$ cat config.mk
export PLATFORM = sky130hd
export DESIGN_NAME = segment_display_ctrl
export DESIGN_NICKNAME = d
export VERILOG_FILES = /design/src/rtl/seg_display_pkg.sv /design/src/rtl/bin2bcd_seq.sv /design/src/rtl/segment_display_ctrl.sv
export SDC_FILE = /design/constraint.sdc
export NUM_CORES = 1
export LEC_CHECK = 0
export ABC_AREA = 1
export BUFFER_PORTS_ARGS = -buffer_cell sky130_fd_sc_hd__buf_2
export CORE_MARGIN = 2
export CORE_UTILIZATION = 40
export CTS_CLUSTER_SIZE = 28
export DETAILED_ROUTE_END_ITERATION = 8
export HOLD_SLACK_MARGIN = 0.1
export PLACE_DENSITY = 0.64
export SLEW_MARGIN = 0
export SYNTH_ARGS = -nofsm -noshare
export SYNTH_HDL_FRONTEND = slang
export SYNTH_SLANG_ARGS = --single-unit
$ cat constraint.sdc
create_clock -name fpga_clk1 -period 11.25 [get_ports fpga_clk1]
set_clock_uncertainty 0.05 [all_clocks]
set_input_delay 3.375 -clock fpga_clk1 [delete_from_list [all_inputs] [get_ports fpga_clk1]]
set_output_delay 3.375 -clock fpga_clk1 [all_outputs]
set_load 0.005 [all_outputs]
$ cat src/rtl/seg_display_pkg.sv
// ============================================================================
// Module  : seg_display_pkg
// Brief   : Shared FSM state type, glyph table and sizing helpers for the
//           multiplexed seven-segment display controller.
// Rev     : 1.0
// ============================================================================
`default_nettype none

package seg_display_pkg;

    typedef enum logic [1:0] {
        IDLE  = 2'd0,
        SHIFT = 2'd1,
        DONE  = 2'd2
    } state_t;

    // Active-low glyphs, bit0 = a .. bit6 = g; b and d are lowercase forms.
    localparam logic [6:0] GLYPH_TABLE [16] = '{
        7'h40, 7'h79, 7'h24, 7'h30, 7'h19, 7'h12, 7'h02, 7'h78,
        7'h00, 7'h10, 7'h08, 7'h03, 7'h46, 7'h21, 7'h06, 7'h0E
    };

    localparam logic [6:0] DASH  = 7'b0111111;
    localparam logic [6:0] BLANK = 7'h7F;

    function automatic int bcd_digits(input int value_w);
        return (value_w * 31) / 100 + 1;
    endfunction

endpackage

`default_nettype wire

$ cat src/rtl/bin2bcd_seq.sv
// ============================================================================
// Module  : bin2bcd_seq
// Brief   : Sequential binary-to-BCD (double dabble) / hex-nibble converter
//           with start/busy/done handshake.
// Rev     : 1.0
// ============================================================================
`default_nettype none

module bin2bcd_seq
    import seg_display_pkg::*;
#(
    parameter int VALUE_W    = 16,
    parameter int BCD_DIGITS = bcd_digits(VALUE_W)
) (
    input  logic                    clk,
    input  logic                    rst,
    input  logic                    i_start,
    input  logic                    i_hex,
    input  logic [VALUE_W-1:0]      i_value,
    output logic                    o_busy,
    output logic                    o_done,
    output logic [BCD_DIGITS*4-1:0] o_digits
);

    localparam int BCD_W = BCD_DIGITS * 4;
    localparam int CNT_W = $clog2(VALUE_W + 1);
    localparam logic [CNT_W-1:0] LAST_STEP = CNT_W'(VALUE_W - 1);

    state_t             r_state;
    state_t             w_state_nxt;
    logic [VALUE_W-1:0] r_bin;
    logic [BCD_W-1:0]   r_bcd;
    logic [BCD_W-1:0]   w_bcd_adj;
    logic [CNT_W-1:0]   r_step;
    logic               r_hex;

    always_ff @(posedge clk or posedge rst) begin
        if (rst) begin
            r_state <= IDLE;
        end else begin
            r_state <= w_state_nxt;
        end
    end

    always_comb begin
        w_state_nxt = r_state;
        case (r_state)
            IDLE:    if (i_start) w_state_nxt = SHIFT;
            SHIFT:   if (r_hex || (r_step == LAST_STEP)) w_state_nxt = DONE;
            DONE:    w_state_nxt = IDLE;
            default: w_state_nxt = IDLE;
        endcase
    end

    always_comb begin
        o_busy = (r_state != IDLE);
        o_done = (r_state == DONE);
    end

    // Add-3 correction applied to every BCD digit before each shift.
    always_comb begin
        w_bcd_adj = r_bcd;
        for (int d = 0; d < BCD_DIGITS; d++) begin
            if (r_bcd[d*4 +: 4] >= 4'd5) begin
                w_bcd_adj[d*4 +: 4] = r_bcd[d*4 +: 4] + 4'd3;
            end
        end
    end

    always_ff @(posedge clk or posedge rst) begin
        if (rst) begin
            r_bin  <= '0;
            r_bcd  <= '0;
            r_step <= '0;
            r_hex  <= 1'b0;
        end else if ((r_state == IDLE) && i_start) begin
            r_bin  <= i_value;
            r_bcd  <= '0;
            r_step <= '0;
            r_hex  <= i_hex;
        end else if (r_state == SHIFT) begin
            if (r_hex) begin
                r_bcd <= BCD_W'(r_bin);
            end else begin
                r_bcd  <= {w_bcd_adj[BCD_W-2:0], r_bin[VALUE_W-1]};
                r_bin  <= {r_bin[VALUE_W-2:0], 1'b0};
                r_step <= r_step + CNT_W'(1);
            end
        end
    end

    assign o_digits = r_bcd;

endmodule

`default_nettype wire

$ cat src/rtl/segment_display_ctrl.sv
// ============================================================================
// Module  : segment_display_ctrl
// Brief   : Multiplexed seven-segment controller with decimal/hex conversion.
//           Optional macro LEADING_ZERO_BLANK_EN blanks decimal leading zeros.
// Rev     : 1.0
// ============================================================================
`default_nettype none

module segment_display_ctrl
    import seg_display_pkg::*;
#(
    parameter int NUM_DIGITS  = 4,
    parameter int VALUE_W     = 16,
    parameter int REFRESH_DIV = 50000
) (
    input  logic                  fpga_clk1,
    input  logic                  reset,
    input  logic [VALUE_W-1:0]    value,
    input  logic                  load,
    input  logic                  hex_mode,
    input  logic [NUM_DIGITS-1:0] dp_sel,
    output logic [6:0]            seg,
    output logic                  dp,
    output logic [NUM_DIGITS-1:0] an,
    output logic                  busy,
    output logic                  overflow
);

    localparam int BCD_DIGITS = bcd_digits(VALUE_W);
    localparam int DIV_W      = $clog2(REFRESH_DIV);
    localparam int IDX_W      = (NUM_DIGITS > 1) ? $clog2(NUM_DIGITS) : 1;

    logic                    w_busy;
    logic                    w_done;
    logic                    w_start;
    logic [BCD_DIGITS*4-1:0] w_bcd;
    logic                    r_hex_cap;
    logic [NUM_DIGITS-1:0]   r_dp_cap;

    assign w_start = load & ~w_busy;

    bin2bcd_seq #(
        .VALUE_W    (VALUE_W),
        .BCD_DIGITS (BCD_DIGITS)
    ) u_conv (
        .clk      (fpga_clk1),
        .rst      (reset),
        .i_start  (w_start),
        .i_hex    (hex_mode),
        .i_value  (value),
        .o_busy   (w_busy),
        .o_done   (w_done),
        .o_digits (w_bcd)
    );

    always_ff @(posedge fpga_clk1 or posedge reset) begin
        if (reset) begin
            r_hex_cap <= 1'b0;
            r_dp_cap  <= '0;
        end else if (w_start) begin
            r_hex_cap <= hex_mode;
            r_dp_cap  <= dp_sel;
        end
    end

    logic [3:0]            w_dig [NUM_DIGITS];
    logic                  w_hi_nz;
    logic                  w_ovf;
    logic [NUM_DIGITS-1:0] w_blank;

    for (genvar g = 0; g < NUM_DIGITS; g++) begin : g_dig
        if (g < BCD_DIGITS) begin : g_src
            assign w_dig[g] = w_bcd[g*4 +: 4];
        end else begin : g_zero
            assign w_dig[g] = 4'd0;
        end
    end

    if (BCD_DIGITS > NUM_DIGITS) begin : g_ovf
        assign w_hi_nz = |w_bcd[BCD_DIGITS*4-1:NUM_DIGITS*4];
    end else begin : g_no_ovf
        assign w_hi_nz = 1'b0;
    end

    assign w_ovf = ~r_hex_cap & w_hi_nz;

`ifdef LEADING_ZERO_BLANK_EN
    logic w_lz_run;
    // Walk down from the top digit; digit 0 is never blanked.
    always_comb begin
        w_blank  = '0;
        w_lz_run = ~r_hex_cap;
        for (int i = NUM_DIGITS - 1; i > 0; i--) begin
            w_lz_run   = w_lz_run & (w_dig[i] == 4'd0);
            w_blank[i] = w_lz_run;
        end
    end
`else
    assign w_blank = '0;
`endif

    logic [3:0]            r_dig [NUM_DIGITS];
    logic [NUM_DIGITS-1:0] r_blank;
    logic [NUM_DIGITS-1:0] r_dpen;
    logic                  r_ovf;

    always_ff @(posedge fpga_clk1 or posedge reset) begin
        if (reset) begin
            for (int i = 0; i < NUM_DIGITS; i++) r_dig[i] <= 4'd0;
            r_blank <= '0;
            r_dpen  <= '0;
            r_ovf   <= 1'b0;
        end else if (w_done) begin
            for (int i = 0; i < NUM_DIGITS; i++) r_dig[i] <= w_dig[i];
            r_blank <= w_blank;
            r_dpen  <= r_dp_cap;
            r_ovf   <= w_ovf;
        end
    end

    logic [DIV_W-1:0]      r_div;
    logic [IDX_W-1:0]      r_idx;
    logic                  r_active;
    logic                  w_wrap;
    logic [IDX_W-1:0]      w_idx_nxt;
    logic                  w_active_nxt;
    logic [6:0]            w_glyph;
    logic                  w_dp_n;
    logic [NUM_DIGITS-1:0] r_an;
    logic [6:0]            r_seg;
    logic                  r_dp;

    assign w_wrap       = (r_div == DIV_W'(REFRESH_DIV - 1));
    assign w_active_nxt = r_active | w_wrap;

    // The first wrap after reset lights digit 0 rather than advancing past it.
    always_comb begin
        w_idx_nxt = r_idx;
        if (w_wrap && r_active) begin
            w_idx_nxt = (r_idx == IDX_W'(NUM_DIGITS - 1)) ? '0 : r_idx + IDX_W'(1);
        end
    end

    always_comb begin
        if (r_ovf) begin
            w_glyph = DASH;
        end else if (r_blank[w_idx_nxt]) begin
            w_glyph = BLANK;
        end else begin
            w_glyph = GLYPH_TABLE[r_dig[w_idx_nxt]];
        end
        w_dp_n = ~(r_dpen[w_idx_nxt] & ~r_blank[w_idx_nxt] & ~r_ovf);
    end

    always_ff @(posedge fpga_clk1 or posedge reset) begin
        if (reset) begin
            r_div    <= '0;
            r_idx    <= '0;
            r_active <= 1'b0;
            r_an     <= '1;
            r_seg    <= BLANK;
            r_dp     <= 1'b1;
        end else begin
            r_div    <= w_wrap ? '0 : r_div + DIV_W'(1);
            r_idx    <= w_idx_nxt;
            r_active <= w_active_nxt;
            if (w_active_nxt) begin
                r_an  <= ~(NUM_DIGITS'(1) << w_idx_nxt);
                r_seg <= w_glyph;
                r_dp  <= w_dp_n;
            end
        end
    end

    assign seg      = r_seg;
    assign dp       = r_dp;
    assign an       = r_an;
    assign busy     = w_busy;
    assign overflow = r_ovf;

endmodule

`default_nettype wire

# Word level (Yosys, flattened, before mapping)
# Memories as Yosys holds them, arrays and structs flattened.
# Index checks and enable logic that the tools add are counted.
[word_totals]
reg_bits = 101
romBits = 112
in_bits = 24
out_inout_bits = 14
n_memories = 1
[mem_list]
columns = ["name", "words", "width", "read_ports", "rd_clocked_by_memory_dff", "wr", "line_no", "rtl"]
rows = [
  ["(no name shown)", 16, 7, 1, 0, 0, "segment_display_ctrl.sv:150", "w_glyph = GLYPH_TABLE[r_dig[w_idx_nxt]];"],
]
[classes]
addsub = 8
magnitude_cmp = 8
eq_ne = 8
shifts = 1
muxes = 31
n_bitwise = 13
n_reduce_logical = 9
[op_table]
columns = ["op", "count"]
rows = [
  ["2-to-1 mux 16 bit", 4],
  ["2-to-1 mux 20 bit", 3],
  ["2-to-1 mux 7 bit", 4],
  ["2-to-1 mux 4 bit", 6],
  [">= comparator 4 x 3 -> 1 bit (second input constant)", 5],
  ["adder 16 x 1 -> 16 bit (second input constant)", 1],
  ["adder 4 x 2 -> 4 bit (second input constant)", 4],
  ["equality test 16 bit (second input constant)", 1],
  ["2-to-1 mux 5 bit", 3],
  ["binary-select mux 4 bit (select 2 bit)", 1],
  ["2-to-1 mux 2 bit", 4],
  ["adder 5 x 1 -> 5 bit (second input constant)", 1],
  ["equality test 5 x 4 -> 1 bit (second input constant)", 1],
  [">= comparator 5 bit (second input constant)", 1],
  ["inverter 1 bit", 5],
  ["inverter 4 -> 5 bit", 1],
  ["AND 1 bit", 4],
  ["binary-select mux 1 bit (select 2 bit)", 2],
  ["equality test 2 bit (second input constant)", 2],
  ["!= test 2 x 1 -> 1 bit (second input constant)", 2],
  ["inverter 4 bit", 1],
  ["one-hot mux 2 bit (2 select lines)", 1],
  ["AND reduction 2 bit", 2],
  ["nonzero test 2 bit", 2],
  ["other kinds (15)", 17],
]

# Depth between registers and ports, before layout
# Gate-level depths: netlist of the first run.
[logic_depth]
depth_word = 13
depth_mapped = 20
mapped_depth_nobuf = 19

# Modules after synthesis
# Synthesis of the first run repeated with hierarchy kept, for this count alone.
[unflattened]
cells_unflattened = 705
hier_area_um2 = 5659.2
[modules_own_cells]
columns = ["mod", "instances", "cells_per_inst", "area_each_um2", "seq_area_each_um2"]
rows = [
  ["segment_display_ctrl", 1, 367, 3088.0, 1441.4],
  ["bin2bcd_seq", 1, 338, 2571.2, 1101.1],
]

# Worst setup path before layout of the first run
# OpenSTA, ideal clock, no wires.
[synth_timing]
kind = "input-to-reg"
from = "in load"
to = "reg u_conv.r_bin[14]"
t_arrival_ns = 4.185
required_ns = 11.123
slack_ns = 6.937
cell_stages = 5
n_path_buf = 2
path_cell_list = "nand2_1 -> clkbuf_1 -> clkbuf_1 -> o21ai_0 -> a21oi_1"
[synth_between]
elab_chain_len = 4
elab_cells_between_ends = 6
cone_classes = "eq/ne: 1; mux: 1; bitwise: 1; reduce/logical: 3"
[synth_lines]
columns = ["element", "line_no", "rtl"]
rows = [
  ["start, declared", "segment_display_ctrl.sv:19", "input logic load,"],
  ["AND 1 bit *", "segment_display_ctrl.sv:40", "assign w_start = load & ~w_busy;"],
  ["logical AND 1 bit *", "bin2bcd_seq.sv:76", "end else if ((r_state == IDLE) && i_start) begin"],
  ["!= test 2 bit (no line) / nonzero test 2 bit (equally long branches)", "-", ""],
  ["AND reduction 2 bit (no line)", "-", ""],
  ["end signal, assigned", "bin2bcd_seq.sv:77", "r_bin <= i_value;"],
  ["end signal, assigned", "bin2bcd_seq.sv:86", "r_bin <= {r_bin[VALUE_W-2:0], 1'b0};"],
  ["end, declared", "bin2bcd_seq.sv:31", "logic [VALUE_W-1:0] r_bin;"],
]
# Every way passes the cells marked *; elsewhere a longest branch is shown, timed or not.
# A chain may end at the register's enable or synchronous reset.

# Worst setup path after layout of the first run
[layout_timing]
from = "in load"
to = "reg u_conv.r_bcd[7], in the netlist u_conv.o_digits[7]"
[layout_between]
elab_chain_len = 3
elab_cells_between_ends = 4
cone_classes = "mux: 1; bitwise: 1; reduce/logical: 2"
[layout_lines]
columns = ["element", "line_no", "rtl"]
rows = [
  ["AND 1 bit *", "segment_display_ctrl.sv:40", ""],
  ["logical AND 1 bit *", "bin2bcd_seq.sv:76", ""],
  ["2-to-1 mux 20 bit / nonzero test 2 bit (equally long branches)", "-", ""],
  ["end signal, assigned", "bin2bcd_seq.sv:83", "r_bcd <= BCD_W'(r_bin);"],
  ["end signal, assigned", "bin2bcd_seq.sv:85", "r_bcd <= {w_bcd_adj[BCD_W-2:0], r_bin[VALUE_W-1]};"],
  ["end, declared", "bin2bcd_seq.sv:32", "logic [BCD_W-1:0] r_bcd;"],
]
# Marks and branches as above.

==> impl_results.md, run 1 <==
* Status: finished, final reports clean
* CORE AREA at 13300 um2
* Port Buffer Count at 37
* Vias in the first global route at 4208
* Fmax at 0.2020 GHz
* GRT Total Usage at 0.1688
* Layout cells sized above 1 at 0.1543
* Clk slew on worst S/H paths at 0.07 ns
* Crit-path most repeated cell: nand2_1
* Max_cap viols at 0
* # IOs at 38
* Min cycle time layout at 4.950 ns
* Final WL at 11160 um
* Slowest CP cell: nand2_1
* Max Slew Vio Count at 0
* Chip Width at 121.1 um
* CTS H-tree depth at 3
* Vias post-DR at 4397
* Largest net degree at the start of global routing at 53
* Synth Net Count at 726
* Final RePlAce weighted congestion at 0.8720
* Maximum fanout along the worst path at 39
* Max Root-Sink Buffers at 2
* Placed cells at 873
* Largest area contributor in the netlist: dfrtp_1
* Setup WS post-layout at 6.300 ns
* Yosys cell types at 38
* Final-stage net count at 753
* Crit path buf inv count at 1
* Crit-path cells: buf_2 -> nand2_1 -> nand2_1 -> o22ai_1
* Post-Syn Area at 5487 um2
* Chip height at 121.1 um
* CTS Sinks at 100
* Initial core utilization at 0.4127
* Final Setup Violations at 0
* Crit Path Class: in2reg
* Diode count at 0
* Crit-path leading delay family: simple AND/OR/NAND/NOR gates
* Aggregate global routing overflow at 0
* Remaining antenna violation count at 0
* Num CTS Buffers at 9
* Leak pwr at 0.003048 uW
* First-pass GRT wire length at 20020 um
* #FFs+latches synth at 100
* Cell Rows at 42
* PwrDens at 229.1 nW/um2
* DRT Pass-1 Iters at 4
* Worst VDD drop at 0.0001191 V
* Synth top area share at 0.4014
* Vias per Instance at 4.946
* Sequential-to-total area share from yosys stat at 0.4588
* Crit path DAT at 5.16 ns
* DP Worst Slack at 5.931 ns
* Hold_buf cts at 0
* Worst Tran Pin Value at 1.034 ns
* Sum Neg Setup Slack at 0 ns
* TritonCTS clock tree: built
* Largest cells by area after synthesis: dfrtp_1 (40%), o21ai_0 (10%), nand2_1 (9.2%), inv_1 (6.1%), dfstp_2 (5.7%)
* Mapped Avg Cell Area at 8.057 um2
* Post-CTS setup buffer count at 0
* Startpoint types: input port
* Drt first-iter violations at 324
* Worst endpoint required time at 11.46 ns
* Area Growth Syn to Fin at 11.65%
* Hold Vio Cnt, Final at 0
* RSZ-0062 raised after global routing: false
* Yosys warns at 0
* Die area at 14670 um2
* Critical path's largest stage delay at 0.70 ns
* Worst min path class: reg2reg
* DR WL/cell at 12.55 um
* DRC viols at 0
* CTS Root Cell: clkbuf_16
* HPWL Detailed at 8093 um
* Relative slew slack at 0.3092
* Critical Path Sink Type: flop
* Final non-filler cell total at 889
* Clock Latency Late Sink at 0.36 ns
* Final period util at 0.4400
* Cts repair resizes at 0
* Initial antenna violation count at 0
* Post-Syn Instances at 681
-- layer usage --
layer	up-vias	wire (um)	global-route usage
li1	2272	-	-
met1	2030	5622	0.2330
met2	82	4935	0.2602
met3	13	471	0.04699
met4	0	130	0.04651
met5	-	0	0
-- cells in the final DEF (no fill, tap or decap), types with 5 or more instances in the layout --
master,instances
ha_1,21
xor2_1,6
dfrtp_1,88
nand2_1,134
a21oi_1,25
nand3_1,34
buf_2,37
nand2_2,15
o21ai_0,110
clkbuf_16,9
inv_2,5
nor2_1,54
nor3_1,9
dfstp_2,12
inv_1,88
nand4_1,6
nand2_4,6
o22ai_1,13
-- report_power, final --
part | total, uW | switching (uW) | internal [uW]
Combinational | 520 | 344 | 177
Sequential | 546 | 76.5 | 469
Clock | 337 | 140 | 197
-- registers in the layout (all words and copies together), names as in the netlist, 2 cells and up --
name	cells
u_conv.o_digits	20
r_dig	16
r_div	16
u_conv.r_bin	16
seg	7
u_conv.r_step	5
an	4
r_dp_cap	4
r_dpen	4
r_idx	2
u_conv.r_state	2
-- stage by stage --
step                utilization  total power [uW]  hold WS [ns]  instance area (um2)
floorplan                     -             944.7        0.3738                 5487
global placement         0.4365              1047        0.3866                 5803
detailed placement       0.4365              1069        0.4031                 5803
CTS                      0.4608              1412        0.4122                 6126
global route             0.4608              1538        0.4524                 6126
finish                   0.4608              1404        0.4105                 6126
-- cells in the mapped netlist --
library cell,count
nand2_1,134
o21ai_0,110
inv_1,89
dfrtp_1,88
nor2_1,54
nand3_1,34
a21oi_1,25
ha_1,21
clkbuf_1,19
nand2_2,15
o22ai_1,13
dfstp_2,12
nor3_1,9
nand2_4,6
nand4_1,6
xor2_1,6
inv_2,5
nand3_4,4
nor2_4,4
a211oi_1,3
nand3_2,3
buf_6,2
nor4_1,2
o21ai_1,2
or2_2,2
a21oi_2,1
a221oi_1,1
a31oi_1,1
and3_1,1
buf_2,1
clkinv_1,1
nand4_4,1
nor2_2,1
nor2_8,1
nor3_4,1
o221ai_1,1
o2bb2ai_1,1
o31ai_1,1
-- worst register-to-register path: cells and delay by family (launching register included) --
kind	cells	cell delay, ns
AND/OR/NAND/NOR	6	1.45
buffers and inverters	3	0.57
flip-flops	1	0.39
adder cells (fa/ha/maj)	1	0.25
-- area by class of cell --
type | count | area [um2]
timing repair buffer | 38 | 192.7
clock inverter | 6 | 93.84
multi-input combinational | 464 | 2514
clock buffer | 10 | 229.0
sequential | 100 | 2517
fill | 1311 | 7169
tap | 176 | 220.2
inverter | 95 | 359.1
-- path summary, 6_finish.rpt --
| path | depth (start not counted) | endpoint | start | slack, ns |
|---|---|---|---|---|
| worst min-delay path | 1 | r_div[0] | r_div[0] | 0.41 |
| worst max register to register | 10 | seg[0] | r_div[0] | 8.49 |
| worst min register to register | 1 | r_div[0] | r_div[0] | 0.41 |
| max in group asynchronous | 3 | r_active | reset | 7.05 |
| min in group asynchronous | 2 | u_conv.o_digits[3] | reset | 3.05 |
| worst max-delay path | 4 | u_conv.o_digits[7] | load | 6.30 |
-- cells by family (layout without fill, tap and decap cells) --
kind of cell,after synthesis,after routing,share of synthesized area
AOI/OAI and AO/OA,159,159,0.1528
xor gates and xnor gates,6,6,0.009578
adders and majority gates,21,21,0.04789
buffers and inverters,117,149,0.08301
DFF,100,100,0.4588
and+or+nand+nor,278,278,0.2479
No activity file was read; power rests on OpenSTA's default activity.
==> run 2: changes to the inputs <==
--- a/config.mk
+++ b/config.mk
@@ -5,14 +5,14 @@
 export SDC_FILE = /design/constraint.sdc
 export NUM_CORES = 1
 export LEC_CHECK = 0
-export ABC_AREA = 1
+export ABC_AREA = 0
 export BUFFER_PORTS_ARGS = -buffer_cell sky130_fd_sc_hd__buf_2
 export CORE_MARGIN = 2
 export CORE_UTILIZATION = 40
 export CTS_CLUSTER_SIZE = 28
 export DETAILED_ROUTE_END_ITERATION = 8
 export HOLD_SLACK_MARGIN = 0.1
-export PLACE_DENSITY = 0.64
+export PLACE_DENSITY = 0.66
 export SLEW_MARGIN = 0
 export SYNTH_ARGS = -nofsm -noshare
 export SYNTH_HDL_FRONTEND = slang
==> constraint.sdc (replaced) <==
create_clock -name fpga_clk1 -period 4.5 [get_ports fpga_clk1]
set_clock_uncertainty 0.05 [all_clocks]
set_input_delay 1.35 -clock fpga_clk1 [delete_from_list [all_inputs] [get_ports fpga_clk1]]
set_output_delay 1.35 -clock fpga_clk1 [all_outputs]
set_load 0.005 [all_outputs]
==> impl_results.md, run 2 <==
* Crit Path Class: reg2reg
* Cell Area, Placed at 5454 um2 (-6.0%)
* TritonCTS clock tree: built
* Hold Vio Cnt, Final at 0 (unchanged)
* Sw Share at 0.3616 (-0.03759)
* GRT Total Usage at 0.1570 (-0.01183)
* Comb pwr share at 0.358 (-0.013)
* Worst Tran Pin Value at 1.092 ns (+0.05781 ns)
* Final Setup Violations at 0 (unchanged)
* Final non-filler cell total at 704 (-21%)
* Worst VDD drop at 0.0003336 V (+180%)
* Final-stage net count at 573 (-24%)
* First-pass GRT wire length at 16890 um (-16%)
* Yosys cell types at 45 (+18%)
* Fmax at 0.2749 GHz
* Area Growth Syn to Fin at 13.57%
* Setup WS post-layout at 0.8625 ns (-5.437 ns)
* Clock power share at 0.231 (-0.009)
* Clk slew on worst S/H paths at 0.06 ns (about the same)
* PwrDens at 567.7 nW/um2 (+150%)
* Min-Delay Path Depth at 1 (unchanged)
* Max Root-Sink Buffers at 2 (unchanged)
* Worst setup path start: r_div[5]
* Fin area at 5738 um2 (-6.3%)
* Cts repair resizes at 0 (unchanged)
* Post-Syn Area at 5052 um2 (-7.9%)
* Post-Syn Instances at 491 (-28%)
* Placed cells at 689 (-21%)
* # IOs at 38 (unchanged)
* Startpoint types: flop
* Worst endpoint required time at 4.68 ns (-6.78 ns)
* Largest register FFs at 20 (unchanged)
* Crit-path leading delay family: simple AND/OR/NAND/NOR gates
* Slowest CP cell: or4b_4
* Reg2Reg Launch Point: r_div[5]
* Min cycle time layout at 3.638 ns
* R2R depth at 12 (+2)
* Hold path start: r_div[0]
* Max Slew Vio Count at 0 (unchanged)
* CTS H-tree depth at 3 (unchanged)
* Sequential-to-total area share from yosys stat at 0.4983 (+0.03943)
* Critical path's largest stage delay at 0.58 ns (-0.12 ns)
* DRT Pass-1 Iters at 4 (unchanged)
* Net Switching at 1178 uW (+110%)
* Most used DFF post-synth: dfrtp_1
* Remaining antenna violation count at 0 (unchanged)
* Internal power component at 2080 uW (+150%)
* Crit-path cells: or4b_4 -> nor4_4 -> mux2i_2 -> buf_4 -> clkinv_4 -> mux2i_1 -> a21oi_1 -> inv_1 -> ha_1 -> mux2_1 -> nand2_1 -> a31oi_1
* Most frequent cells after synthesis: dfrtp_1 (88), nand2_1 (61), nor2_1 (40)
* Leak pwr at 0.002612 uW (-14%)
* Clock Latency Late Sink at 0.34 ns (-0.02 ns)
* Drt first-iter violations at 210 (-35%)
* Max_cap viols at 0 (unchanged)
* Relative slew slack at 0.2723 (-0.03687)
* Cell Rows at 41 (-2.4%)
* Final RePlAce weighted congestion at 0.8272 (-5.1%)
* Crit path buf inv count at 3 (+2)
* DP Worst Slack at 0.8870 ns (-5.044 ns)
* Largest cells by area after synthesis: dfrtp_1 (44%), mux2i_1 (7.7%), dfstp_2 (6.2%), ha_1 (5.2%), nand2_1 (4.5%)
* DR WL/cell at 13.76 um (+9.6%)
* HPWL Detailed at 6854 um (-15%)
* Layout cells sized above 1 at 0.1898 (+0.03557)
* Status: finished, final reports clean
* Maximum fanout along the worst path at 9 (-77%)
* Largest net degree at the start of global routing at 65 (+23%)
* Yosys warns at 0 (unchanged)
* Initial antenna violation count at 0 (unchanged)
* Initial core utilization at 0.4053 (-0.007367)
* Diode count at 0 (unchanged)
* Post-CTS setup buffer count at 0 (unchanged)
* CTS Root Cell: clkbuf_16
* Hold_buf cts at 0 (unchanged)
* Synth Net Count at 536 (-26%)
* CORE AREA at 12470 um2 (-6.2%)
* RSZ-0062 raised after global routing: false
* Largest area contributor in the netlist: dfrtp_1
* Sum Neg Setup Slack at 0 ns (unchanged)
* CP Depth at 12 (+8)
* Num CTS Buffers at 9 (unchanged)
* Most common cell in the netlist: dfrtp_1
* Critical Path Sink Type: flop
* Final WL at 9686 um (-13%)
* Port Buffer Count at 37 (unchanged)
* Count of flip-flops with a built-in enable after synthesis at 0 (unchanged)
* Chip Width at 116.4 um (-3.9%)
* Most frequent cells in the layout: dfrtp_1 (88), nand2_1 (61), mux2i_1 (39), o21ai_0 (39), nor2_1 (38)
* Vias in the first global route at 3453 (-18%)
* Worst min path class: reg2reg
* #FFs+latches synth at 100 (unchanged)
* Vias post-DR at 3548 (-19%)
* Aggregate global routing overflow at 0 (unchanged)
* CTS Sinks at 100 (unchanged)
* Commonest non-fill, non-tap cell in the layout: dfrtp_1
* Crit path DAT at 3.82 ns (-1.34 ns)
* Die area at 13550 um2 (-7.7%)
* Final period util at 0.8083
* Vias per Instance at 5.040 (+1.9%)
* Mapped Avg Cell Area at 10.29 um2 (+28%)
* DRC viols at 0 (unchanged)
* Synth top area share at 0.4359 (+0.03449)
* Register share of total power at 0.411 (+0.022)
* Chip height at 116.4 um (-3.9%)
* Synth async-reset ratio at 1.000 (unchanged)
* Pwr Total at 3258 uW (+130%)
run 2: area by class of cell:
class,instances,area [um2]
inverters,22,90.09
clock inverters,4,51.30
repair buffers,46,252.7
fillers,1166,6728
multi-input cells,349,2379
clock buffers,11,232.7
flip-flops and latches,100,2517
well taps,172,215.2
run 2: path summary, 6_finish.rpt:
path | to | slack (ns)
max in group asynchronous | seg[2] | 2.46
min in group asynchronous | r_div[14] | 1.11
hold / removal | r_div[0] | 0.41
setup / recovery | seg[3] | 0.86
hold reg to reg | r_div[0] | 0.41
setup reg to reg | seg[3] | 0.86
run 2: layer usage:
layer  vias to the layer above  share of wire  global-route usage
li1                       1784              -                   -
met3                         7          0.035             0.03788
met1                      1690           0.49              0.2192
met2                        67           0.47              0.2484
met5                         -              0                   0
met4                         0         0.0081             0.03810
run 2: cells by family (layout without fill, tap and decap cells):
kind of cell | after synthesis | count (layout) | share of synthesized area
AOI/OAI and AO/OA | 102 | 102 | 0.1159
and+or+nand+nor | 145 | 145 | 0.1355
buffers and inverters | 42 | 83 | 0.03294
muxes | 60 | 60 | 0.1290
xor gates and xnor gates | 21 | 21 | 0.03640
adders and majority gates | 21 | 21 | 0.05201
DFF | 100 | 100 | 0.4983
run 2: worst register-to-register path: cells and delay by family, from the launching register on:
kind | cells | cell delay [ns]
simple gates | 3 | 1.02
mux | 3 | 0.68
compound gates | 2 | 0.55
buf+inv | 3 | 0.52
flops | 1 | 0.43
fa+ha+maj | 1 | 0.30
run 2: stage by stage:
stage / hold WS [ns] / util
after CTS: 0.4182 / 0.4603
after detailed placement: 0.4015 / 0.4375
final: 0.4108 / 0.4603
after floorplan: 0.3751 / -
after global routing: 0.4278 / 0.4603
after global placement: 0.3899 / 0.4375
run 2: power groups by stage:
stage	combinational [uW]	sequential, uW	clock (uW)
after floorplan	955	1280	0
after global placement	1130	1350	0
after CTS	1170	1340	773
after detailed placement	1170	1360	0
after global routing	1330	1380	812
final	1170	1340	751
==> run 3: changes to the inputs <==
--- a/config.mk
+++ b/config.mk
@@ -5,7 +5,7 @@
 export SDC_FILE = /design/constraint.sdc
 export NUM_CORES = 1
 export LEC_CHECK = 0
-export ABC_AREA = 0
+export ABC_AREA = 1
 export BUFFER_PORTS_ARGS = -buffer_cell sky130_fd_sc_hd__buf_2
 export CORE_MARGIN = 2
 export CORE_UTILIZATION = 40
==> constraint.sdc (replaced) <==
create_clock -name fpga_clk1 -period 3.2 [get_ports fpga_clk1]
set_clock_uncertainty 0.05 [all_clocks]
set_input_delay 0.96 -clock fpga_clk1 [delete_from_list [all_inputs] [get_ports fpga_clk1]]
set_output_delay 0.96 -clock fpga_clk1 [all_outputs]
set_load 0.005 [all_outputs]
==> impl_results.md, run 3 (same netlist as run 1, synthesis figures left out) <==
* Most frequent cells in the layout: nand2_1 (134), o21ai_0 (110), inv_1 (88), dfrtp_1 (88), nor2_1 (54)
* Chip height at 121.1 um (+4.1%)
* Area Growth Syn to Fin at 12.63%
* Post-CTS setup buffer count at 0 (unchanged)
* Clk slew on worst S/H paths at 0.07 ns (about the same)
* Reg2Reg Launch Point: r_div[0]
* Cts repair resizes at 0 (unchanged)
* Initial antenna violation count at 0 (unchanged)
* Max_cap viols at 0 (unchanged)
* Vias in the first global route at 4277 (+24%)
* Clock Latency Late Sink at 0.35 ns (about the same)
* Hold path start: r_div[0]
* Port Buffer Count at 37 (unchanged)
* Vias per Instance at 4.984 (-1.1%)
* Placed cells at 877 (+27%)
* Commonest non-fill, non-tap cell in the layout: nand2_1
* Cell Rows at 42 (+2.4%)
* Hold Vio Cnt, Final at 0 (unchanged)
* Status: finished, final reports clean
* Met1 GRT Util at 0.2140 (-0.005121)
* Final RePlAce weighted congestion at 0.8656 (+4.6%)
* Chip Width at 121.1 um (+4.1%)
* Critical Path Sink Type: flop
* Startpoint types: flop
* Worst VDD drop at 0.0004336 V (+30%)
* Die area at 14670 um2 (+8.3%)
* Largest register FFs at 20 (unchanged)
* R2R depth at 15 (+3)
* Layout cells sized above 1 at 0.1604 (-0.02946)
* Grt peak-use layer: met2
* Initial core utilization at 0.4127 (+0.007367)
* Max Root-Sink Buffers at 2 (unchanged)
* CTS Root Cell: clkbuf_16
* Final-stage net count at 757 (+32%)
* Layout filler cell count at 1306 (+12%)
* HPWL Detailed at 8131 um (+19%)
* Sum Neg Setup Slack at 0 ns (unchanged)
* Fmax at 0.3911 GHz (+42%)
* GR Layer Usage met2 at 0.2609 (+0.01244)
* CTS Sinks at 100 (unchanged)
* Largest net degree at the start of global routing at 50 (-23%)
* TritonCTS clock tree: built
* DR WL/cell at 12.36 um (-10%)
* First-pass GRT wire length at 19440 um (+15%)
* Hold_buf cts at 0 (unchanged)
* Final WL at 11030 um (+14%)
* CORE AREA at 13300 um2 (+6.7%)
* Leak pwr at 0.003071 uW (+18%)
* Aggregate global routing overflow at 0 (unchanged)
* Vias post-DR at 4451 (+25%)
* Num CTS Buffers at 9 (unchanged)
* Worst Hold Endpoint: r_div[0]
* Crit path DAT at 2.78 ns (-1.04 ns)
* Min cycle time layout at 2.557 ns (-1.081 ns)
* End of the worst register-to-register path: seg[1]
* Min-Delay Path Depth at 1 (unchanged)
* Final non-filler cell total at 893 (+27%)
* Remaining antenna violation count at 0 (unchanged)
* Crit Path Class: reg2reg
* Max Slew Vio Count at 0 (unchanged)
* GRT Total Usage at 0.1630 (+0.006023)
* Flop-to-flop setup slack at 0.64 ns (-0.22 ns)
* Worst min path class: reg2reg
* Maximum fanout along the worst path at 13 (+4)
* Diode count at 0 (unchanged)
* Relative slew slack at 0.2716 (-0.0006710)
* CTS H-tree depth at 3 (unchanged)
* GR Util met3 at 0.04746 (+0.009580)
* DRT Pass-1 Iters at 4 (unchanged)
* DRC viols at 0 (unchanged)
* Drt first-iter violations at 278 (+32%)
* Worst endpoint required time at 3.43 ns (-1.25 ns)
* Final Setup Violations at 0 (unchanged)
* RSZ-0062 raised after global routing: false
* Core Util, Final at 0.4648 (+0.004500)
* PwrDens at 803.0 nW/um2 (+41%)
* # IOs at 38 (unchanged)
* Final period util at 0.7991 (-0.009285)
* Worst Tran Pin Value at 1.090 ns (-0.001633 ns)
## run 3: cell types whose count changed in the layout (fill, tap and decap cells not counted), sizes merged, moves of 6 or more
cell    change
a31oi       -6
nand2b      -8
nor2       +20
nor3        +7
mux2i      -42
xnor2      -10
inv        +75
nand3      +33
mux2       -18
o21ai      +73
nand2      +94
## run 3: where the power goes
group          switching, uW  internal, uW  total (uW)
logic                   1210           635        1850
registers                260          1650        1910
clock network            503           699        1200
total                   1980          2980        4960
## run 3: cell type report
type,count,area [um2],share of cell area
Sequential cell,100,2517,0.4074
Multi-Input combinational cell,464,2514,0.4068
Inverter,95,360.3,0.05831
Timing Repair Buffer,42,235.2,0.03806
Clock buffer,9,225.2,0.03644
Tap cell,176,220.2,0.03563
Clock inverter,7,107.6,0.01741
## run 3: how the worst max path moves through the flow
| stage | slack [ns] | end | cells after the start | start |
|---|---|---|---|---|
| floorplan | 0.89 | seg[1] | 16 | r_div[0] |
| global placement | 0.67 | u_conv.o_digits[19] | 4 | load |
| detailed placement | 0.58 | u_conv.o_digits[19] | 4 | load |
| CTS | 0.62 | seg[1] | 15 | r_div[0] |
| global route | 0.33 | seg[3] | 16 | r_div[0] |
| finish | 0.64 | seg[1] | 15 | r_div[0] |
## run 3: worst max-delay path: stages (launching register included)
cell and delay, ns:
dfrtp_1 0.37, ha_1 0.23, nand3_4 0.13, nor3_4 0.21
nand4_1 0.14, nand2_2 0.23, nand2_1 0.08, nand2_1 0.06
nand2_1 0.07, nand2_2 0.12, inv_1 0.10, ha_1 0.29
nand3_1 0.11, nor2_1 0.10, nor2_1 0.05, a21oi_1 0.13
## run 3: per-layer routing
layer	share of wire	up-vias	wire (um)
met2	0.46	73	5042
met5	0	-	0
met3	0.043	6	469
li1	-	2282	-
met1	0.49	2090	5443
met4	0.0072	0	79
## run 3: through the flow
stage                     setup slack [ns]  hold WS, ns  area (um2)  total power, uW
final                               0.6430       0.4187        6180             4962
after floorplan                     0.8906       0.3738        5490             3322
after global placement              0.6663       0.3860        5847             3708
after CTS                           0.6243       0.4222        6180             5011
after detailed placement            0.5771       0.3989        5847             3783
after global routing                0.3307       0.4366        6180             5398
